===== config.mk =====
export PLATFORM = sky130hd
export DESIGN_NAME = mux21_rr_arbiter
export DESIGN_NICKNAME = d
export VERILOG_FILES = /design/src/rtl/mux21_rr_arbiter_pkg.sv /design/src/rtl/mux21_rr_arbiter_fsm.sv /design/src/rtl/mux21_rr_arbiter.sv
export SDC_FILE = /design/constraint.sdc
export NUM_CORES = 1
export LEC_CHECK = 0
export ABC_CLOCK_PERIOD_IN_PS = 4690
export BUFFER_PORTS_ARGS = -buffer_cell sky130_fd_sc_hd__buf_4
export CAP_MARGIN = 0
export CORE_MARGIN = 2
export CORE_UTILIZATION = 27
export CTS_BUF_LIST = sky130_fd_sc_hd__clkbuf_4
export DETAILED_ROUTE_END_ITERATION = 10
export GPL_ROUTABILITY_DRIVEN = 0
export GPL_TIMING_DRIVEN = 1
export PLACE_DENSITY_LB_ADDON = 0.25
export REMOVE_ABC_BUFFERS = 1
export SLEW_MARGIN = 20
export SYNTH_ARGS = -nofsm -noshare
export SYNTH_HDL_FRONTEND = slang
export SYNTH_HIERARCHICAL = 1
export SYNTH_SLANG_ARGS = --single-unit

===== constraint.sdc =====
create_clock -name clk -period 4.69 [get_ports clk]
set_clock_uncertainty 0.2 [all_clocks]
set_input_delay 1.1725 -clock clk [delete_from_list [all_inputs] [get_ports clk]]
set_output_delay 1.1725 -clock clk [all_outputs]
set_load 0.005 [all_outputs]

===== src/rtl/mux21_rr_arbiter_pkg.sv =====
// mux21_rr_arbiter_pkg: shared state encoding, defaults and grant helper for the round-robin arbiter
package mux21_rr_arbiter_pkg;
  typedef enum logic [1:0] {IDLE = 2'd0, SERVE0 = 2'd1, SERVE1 = 2'd2} state_t;
  localparam int DEF_WIDTH = 2;
  localparam int DEF_MAX_BURST = 4;
  function automatic state_t serve(input logic x);
    return x ? SERVE1 : SERVE0;
  endfunction
endpackage


===== src/rtl/mux21_rr_arbiter_fsm.sv =====
// rr_burst_fsm: round-robin ownership, burst counting and registered mux selector
module rr_burst_fsm
  import mux21_rr_arbiter_pkg::*;
#(
  parameter int MAX_BURST = DEF_MAX_BURST
) (
  input  logic       clk,
  input  logic       reset_L,
  input  logic       valid0,
  input  logic       valid1,
  input  logic       beat0,
  input  logic       beat1,
  output logic [1:0] state,
  output logic       selector
);
  localparam int CW = $clog2(MAX_BURST + 1);
  state_t st, st_n;
  logic last, last_n, own, vx, vo, bx, sel_n;
  logic [CW-1:0] cnt, cnt_n, cnt_inc;
  assign state = st;
  always_comb begin
    own = (st == SERVE1);
    vx = own ? valid1 : valid0;
    vo = own ? valid0 : valid1;
    bx = own ? beat1 : beat0;
    cnt_inc = cnt + 1'b1;
    st_n = st;
    last_n = last;
    cnt_n = cnt;
    if (st == IDLE) begin
      if (valid0 | valid1) st_n = (valid0 & valid1) ? serve(!last) : serve(valid1);
    end else if (!vx) begin
      st_n = vo ? serve(!own) : IDLE;
      last_n = own;
      cnt_n = '0;
    end else if (bx) begin
      if (cnt_inc == CW'(MAX_BURST)) begin
        cnt_n = '0;
        if (vo) begin
          st_n = serve(!own);
          last_n = own;
        end
      end else cnt_n = cnt_inc;
    end
    // selector follows the owner and keeps the last owner while idle
    sel_n = (st_n == SERVE1) | ((st_n == IDLE) & selector);
  end
  always_ff @(posedge clk or negedge reset_L) begin
    if (!reset_L) begin
      st <= IDLE;
      last <= 1'b1;
      cnt <= '0;
      selector <= 1'b0;
    end else begin
      st <= st_n;
      last <= last_n;
      cnt <= cnt_n;
      selector <= sel_n;
    end
  end
endmodule


===== src/rtl/mux21_rr_arbiter.sv =====
// mux21_rr_arbiter: two-requester round-robin arbiter driving a registered 2:1 mux output stage
module mux21_rr_arbiter
  import mux21_rr_arbiter_pkg::*;
#(
  parameter int WIDTH = DEF_WIDTH,
  parameter int MAX_BURST = DEF_MAX_BURST
) (
  input  logic             clk,
  input  logic             reset_L,
  input  logic             valid_in0,
  input  logic [WIDTH-1:0] data_in0,
  output logic             ready_out0,
  input  logic             valid_in1,
  input  logic [WIDTH-1:0] data_in1,
  output logic             ready_out1,
  output logic [WIDTH-1:0] data_out,
  output logic             valid_out,
  input  logic             ready_in,
  output logic             selector
);
  logic [1:0] state;
  logic out_free, beat0, beat1;
  assign out_free = !valid_out | ready_in;
  assign ready_out0 = (state == SERVE0) & out_free;
  assign ready_out1 = (state == SERVE1) & out_free;
  assign beat0 = valid_in0 & ready_out0;
  assign beat1 = valid_in1 & ready_out1;
  rr_burst_fsm #(.MAX_BURST(MAX_BURST)) u_fsm (
    .clk(clk),
    .reset_L(reset_L),
    .valid0(valid_in0),
    .valid1(valid_in1),
    .beat0(beat0),
    .beat1(beat1),
    .state(state),
    .selector(selector)
  );
  always_ff @(posedge clk or negedge reset_L) begin
    if (!reset_L) begin
      data_out <= '0;
      valid_out <= 1'b0;
    end else if (beat0 | beat1) begin
      data_out <= selector ? data_in1 : data_in0;
      valid_out <= 1'b1;
    end else if (ready_in) valid_out <= 1'b0;
  end
endmodule


# Word-level counts from Yosys, hierarchy flattened
# Index checks and enable logic that the tools add are counted.
word_totals:
  regBits: 10
  inputBits: 9
  out_inout_bits: 6
  word_cells: 55
op_classes:
  n_addsub: 1
  n_eq_ne: 7
  muxes: 24
  n_bitwise: 11
  n_reduce_logical: 6
op_table:
  columns: ["cell", "n"]
  rows:
  - ["$mux W2", 12]
  - ["$mux W1", 9]
  - ["$mux W3", 3]
  - ["$and A1 B1 Y1", 6]
  - ["$ne A2 B2 Y1 const B", 3]
  - ["$eq A2 B2 Y1 const B", 2]
  - ["$logic_not A2 Y1", 2]
  - ["$or A1 B1 Y1", 4]
  - ["$reduce_and A4 Y1", 1]
  - ["$add A3 B1 Y3 const B", 1]
  - ["$eq A3 B3 Y1 const B", 1]
  - ["$eq A2 B1 Y1 const B", 1]
  - ["$reduce_and A2 Y1", 1]
  - ["$reduce_bool A2 Y1", 1]
  - ["$logic_not A1 Y1", 1]
  - ["$not A1 Y1", 1]

# Logic depth before layout (Yosys ltp)
# Gate-level depths: netlist (run 1).
logic_depth:
  depth_word: 11
  mapped_depth: 8
  ltp_nobuf: 8

# Cells and area by module
# Netlist (run 1), hierarchy kept.
modules_own_cells:
  columns: ["mod", "n_inst", "cells_each", "area_each_um2", "seq_area_each_um2"]
  rows:
  - ["rr_burst_fsm", 1, 45, 425.4, 176.4]
  - ["mux21_rr_arbiter", 1, 16, 190.2, 75.1]

# Worst setup path after synthesis (run 1)
# No wires, ideal clock.
synth_timing:
  kind: "input port to output port"
  startpoint: "in ready_in"
  endpoint: "out ready_out0"
  arrival_time_ps: 1437
  slack_ps: 1880
  path_stages: 2
  cell_sequence: "nor2b_2 nor3b_1"
synth_between:
  elab_chain_len: 2
synth_rtl:
  columns: ["item", "line_no", "source"]
  rows:
  - ["start, declared", "mux21_rr_arbiter.sv:18", "input logic ready_in,"]
  - ["$or A1 B1 Y1", "mux21_rr_arbiter.sv:23", "assign out_free = !valid_out | ready_in;"]
  - ["$and A1 B1 Y1", "mux21_rr_arbiter.sv:24", "assign ready_out0 = (state == SERVE0) & out_free;"]
  - ["end, declared", "mux21_rr_arbiter.sv:12", "output logic ready_out0,"]
# No other way between the ends.

# Worst setup path in the final report (run 1)
# Same ends and word-level chain as after synthesis.

==> results of run 1 <==
[area by class of cell]
class                   count  area (µm²)
flip-flops and latches     10         251
repair buffers             14         105
multi-input cells          49         357
fillers                   221        1410
clock inverters             1        3.75
well taps                  28        35.0
clock buffers               3        22.5
inverters                   2        7.51
[cell families (layout without fill, tap and decap cells)]
logic type / after synthesis / in the layout
flops: 10 / 10
fa+ha+maj: 2 / 2
buf+inv: 2 / 20
mux: 5 / 5
simple gates: 23 / 23
xor+xnor: 1 / 1
compound gates: 18 / 18
[worst max-delay path: cells and delay by family]
family,cells,cell delay [ns]
AND/OR/NAND/NOR,2,0.29
buffers and inverters,2,0.26
[synthesized netlist by cell type (all sizes together), types with 2 or more instances]
cell type	number
nand3b	3
ha	2
nand2b	2
nand2	3
mux2	4
nor3b	2
nand3	2
a21oi	5
o21ai	6
dfrtp	9
inv	2
nor2	4
[per-stage QoR]
stage                     instance area (µm²)  power (mW)  hold WS (ns)  setup WS [ns]
final                                     782       0.301         0.290           1.60
after global routing                      782       0.325         0.309           1.54
after detailed placement                  756       0.245         0.281           1.60
after global placement                    756       0.242         0.271           1.61
after CTS                                 782       0.308         0.298           1.60
after floorplan                           616       0.199         0.283           1.88
[how the worst max path moves through the flow]
| stage | end | slack, ns | depth (start not counted) |
|---|---|---|---|
| finish | ready_out0 | 1.60 | 4 |
| global route | ready_out0 | 1.54 | 4 |
| CTS | ready_out1 | 1.60 | 4 |
| detailed placement | ready_out1 | 1.60 | 4 |
| global placement | ready_out0 | 1.61 | 4 |
| floorplan | ready_out0 | 1.88 | 2 |
[layer usage]
metal / up-vias / wire length [µm]
li1: 266 / -
met1: 241 / 558
met2: 8 / 566
met3: 2 / 24
met4: 0 / 16
met5: - / 0
[flip-flops by register name (all words and copies together), names as in the netlist]
| register | cells |
|---|---|
| u_fsm/selector | 1 |
| valid_out | 1 |
| u_fsm/last | 1 |
| u_fsm/state | 2 |
| u_fsm/cnt | 3 |
| data_out | 2 |
[power breakdown]
group | switching, mW | total [mW] | internal (mW)
combinational | 0.0452 | 0.104 | 0.0590
clock | 0.0290 | 0.0597 | 0.0307
sequential | 0.0233 | 0.137 | 0.114
total | 0.0975 | 0.301 | 0.204
[cell usage in the layout (no fill, tap or decap), drive strengths merged, types with 2 or more instances in the layout]
| cell | instances |
|---|---|
| ha | 2 |
| inv | 2 |
| mux2 | 4 |
| nand2b | 2 |
| nand2 | 3 |
| nand3b | 3 |
| a21oi | 5 |
| nor2 | 4 |
| nor3b | 2 |
| o21ai | 6 |
| clkbuf | 3 |
| dfrtp | 9 |
| buf | 14 |
| nand3 | 2 |
==> metrics.txt, run 1 <==
crit-path most repeated cell buf_4; RSZ-0062 raised after global routing no; layout cells sized above 1 roughly a third; final setup TNS 0 ns; site row count 17; via count ~520; GRT busiest layer met2; Critical-path top delay cell nor2b_2; vias in the first global route 453; placed insts a little over 100; CTS Buf Count 3; Yosys cell types 34; ys flop type dfrtp_1; Mapped Cells just over 60; die area approximately 2700 µm²; Synth Area in Compound Gates between 10% and 20%; hold_sp data_out[1]; number of remaining DRC errors 0; clk slew on worst S/H paths about 0.070 ns; width of the die about 52 µm; initial core utilization ~28%; YS warnings 6; DR pass1 iterations 4; critical path required time 3.32 ns; Port-buffer cells 14; synth-to-layout area growth 27.0%; syn_area_per_cell around 10 µm²; Yosys top cell area share approximately 37%; status completed; WP data arrival about 1.7 ns; Root Buffer clkbuf_4; final slew viol count 0; FMAX approximately 0.32 GHz; TritonCTS clock tree yes; met3 usage around 1.7%; Worst Hold End data_out[1]; Worst VDD drop between 0.1 and 0.15 mV; Crit Reg-Reg Startpoint u_fsm/state[1]; post-cts hold buffer count 0; Max-slew headroom 76.1%; initial antenna violation count 0; Post-Synth XOR/XNOR Area ~1.4%; Post-synth EDFFs 0; core footprint roughly 2200 µm²; number of H-tree levels 1; Clk Latency, worst-skew pair approximately 0.26 ns; FF-to-FF End u_fsm/cnt[0]; flop2flop setup slack between 2 and 3 ns; endpoints failing setup 0; largest area contributor in the netlist dfrtp_1; Worst Setup SP ready_in; hold path cells 1; post-synthesis mux area share between 8 and 9%; Crit Path Class in -> out; largest net degree at the start of global routing 13; met1 Track Usage GR between 10 and 15%; Post-CTS Resized 0; gr ovfl total 0; crit-path cells buf_4, nor2b_2, nor3b_1, buf_4; Post-DP HPWL between 900 and 1000 µm; Post-CTS Setup Bufs 0; WL/cell ~11 µm; Synth Area in Simple Gates about a quarter; Max Cap Violations 0; worst slew pin tran around 0.35 ns; worst min-delay path class reg -> reg; first-pass GRT wire length around 1900 µm; CP Launch Type primary input; final hold viol count 0; post-synthesis sequential area ratio between 40% and 50%; diode count 0; main combinational cell family by area after synthesis simple AND/OR/NAND/NOR gates; crit-path max cell delay 0.21 ns; Die H just over 50 µm; post-synthesis async set-or-reset flop share 100%; ranking of synthesized cells by area dfrtp_1, dfstp_2, ha_1; fin crit share 65.9%; Mapped Area around 620 µm²; Post-Synth Adder-Cell Area under 10%; fin cells ~110; Worst Reg-to-Reg Cells 6; total track usage 9.63%; Routed Antenna Nets 0; crit-path max FO 5; initial DRC count 7; NumNets Final 91; drt via density between 4 and 5; met2 Use GR between 10% and 20%; power density over the cells between 300 and 400 nW/µm²; #FFs+latches synth 10; number of I/O pins 15; Pleak between 0.3 and 0.4 nW; Core Util, Final between 30% and 40%; crit end category output pin; final wirelength 1170 µm; Bufs on Longest Clock Path 2; post-route minimum period a little over 3 ns; clk sinks 10
Power figures use the tool's default switching activity.
==> inputs of run 2 (changes only) <==
--- a/config.mk
+++ b/config.mk
@@ -5,7 +5,7 @@
 export SDC_FILE = /design/constraint.sdc
 export NUM_CORES = 1
 export LEC_CHECK = 0
-export ABC_CLOCK_PERIOD_IN_PS = 4690
+export ABC_CLOCK_PERIOD_IN_PS = 2860
 export BUFFER_PORTS_ARGS = -buffer_cell sky130_fd_sc_hd__buf_4
 export CAP_MARGIN = 0
 export CORE_MARGIN = 2
==> constraint.sdc (replaced) <==
create_clock -name clk -period 2.86 [get_ports clk]
set_clock_uncertainty 0.2 [all_clocks]
set_input_delay 0.715 -clock clk [delete_from_list [all_inputs] [get_ports clk]]
set_output_delay 0.715 -clock clk [all_outputs]
set_load 0.005 [all_outputs]
==> run 2 against run 1 <==
Flip-flop and latch count unchanged. Global-route usage rose by 1.0 points. Sequential power up 65%. Count of clock-buffer cells in the layout increased by 1. Total power up 69%. Utilization grew 0.17 points. First-iteration DRC count up 71%. Critical path depth unchanged. Via count down 0.19%. Die area unchanged. Setup slack lost 0.92 ns. Combinational power grew 64%.
==> metrics.txt, run 2 (synthesis results as in run 1) <==
RSZ-0062 raised after global routing no; CTS Buf Count 3; critical path required time around 2.0 ns; Crit Path Class in -> out; number of H-tree levels 1; Bufs on Longest Clock Path 2; crit-path cells buf_4, nor2b_2, nor3b_1, buf_4; Clk Latency, worst-skew pair 0.26 ns; Die H between 50 and 60 µm; FMAX around 0.46 GHz; WHS 0.0718 ns; crit-path most repeated cell buf_4; number of remaining DRC errors 0; crit-path max cell delay approximately 0.21 ns; total track usage 10.7%; core footprint approximately 2200 µm²; die area between 2000 and 3000 µm²; endpoints failing setup 0; Max Cap Violations 0; Root Buffer clkbuf_4; CP Launch Type primary input; number of I/O pins 15; status completed; vias in the first global route a little under 500; WP data arrival 1.26 ns; crit path buf inv count 2; final wirelength ~1200 µm; layout cells sized above 1 35.4%; Post-CTS Setup Bufs 0; power density over the cells between 600 and 700 nW/µm²; Pleak 0.365 nW; Worst VDD drop 0.214 mV; first-pass GRT wire length ~2100 µm; TritonCTS clock tree yes; post-route minimum period about 2.2 ns; crit-path max FO 5; Post-CTS Resized 0; placed cell area 756 µm²; width of the die about 52 µm; commonest non-fill, non-tap cell in the layout buf_4; DR pass1 iterations 4; crit-path leading delay family simple AND/OR/NAND/NOR gates; via count about 520; Critical-path top delay cell nor2b_2; final hold viol count 0; most frequent cells in the layout buf_4, dfrtp_1; Pwr Total 0.508 mW; worst slew pin tran 0.337 ns; initial antenna violation count 0; number of flip-flops in the largest register 3; diode count 0; largest net degree at the start of global routing 13; drt via density ~4.8; worst min-delay path class in -> async; Port-buffer cells 14; final slew viol count 0; Crit Reg-Reg Startpoint u_fsm/state[1]; clk sinks 10; post-cts hold buffer count 0; WL/cell about 11 µm; Worst Setup SP ready_in; NumNets Final between 90 and 100; final instance area between 700 and 800 µm²; final setup TNS 0 ns; initial DRC count 12; synth-to-layout area growth 27.6%; flop2flop setup slack around 0.89 ns; initial core utilization 28.1%; Routed Antenna Nets 0; site row count 17; pre-CTS WS between 0.5 and 0.6 ns; crit end category output pin; Top reg by flops u_fsm/cnt; Max-slew headroom about three quarters; gr ovfl total 0; clk slew on worst S/H paths around 0.07 ns; fin crit share between 70% and 80%; setup ws final approximately 0.68 ns; Post-DP HPWL 920 µm
[run 2: cell types whose count changed in the layout (fill, tap and decap cells not counted)]
cell and delta:
clkbuf_4 +1, clkinv_1 -1
[run 2: where the power goes]
part           internal (mW)  leakage [nW]  switching (mW)
Combinational         0.0967         0.224          0.0743
Clock                 0.0633        0.0184          0.0477
Sequential             0.187         0.123          0.0389
Total                  0.347         0.365           0.161
[run 2: cell type report]
class                   instances  area, µm²
clock buffers                   4       30.0
multi-input cells              49        357
repair buffers                 14        105
fillers                       224       1410
inverters                       2       7.51
flip-flops and latches         10        251
well taps                      28       35.0
[run 2: worst paths after layout]
check	to	depth (start not counted)
max in group asynchronous	u_fsm/last	1
min	data_out[1]	1
min in group clk	data_out[1]	1
min reg2reg	data_out[1]	1
max	ready_out0	4
max reg2reg	u_fsm/cnt[0]	6
[run 2: worst register-to-register path, stage by stage, from the launching register on]
cell and delay (ns):
dfrtp_1 0.54, nor3b_2 0.24, and2_1 0.20, o21ai_1 0.07, o21a_2 0.25, nor4b_1 0.30, a21o_1 0.12
[run 2: metal layers]
layer	track usage [%]	vias to the layer above	share of wire, %
met5	0	-	0
met4	6.58	0	0
met3	1.72	0	4.0
met2	16.2	13	49
met1	14.1	237	47
li1	-	266	-
[run 2: metrics by stage]
stage | std cells | util, %
6_report | 107 | 35.9
5_1_grt | 107 | 35.9
4_1_cts | 107 | 35.9
3_5_place_dp | 103 | 34.5
3_3_place_gp | 103 | 34.5
2_1_floorplan | 61 | -
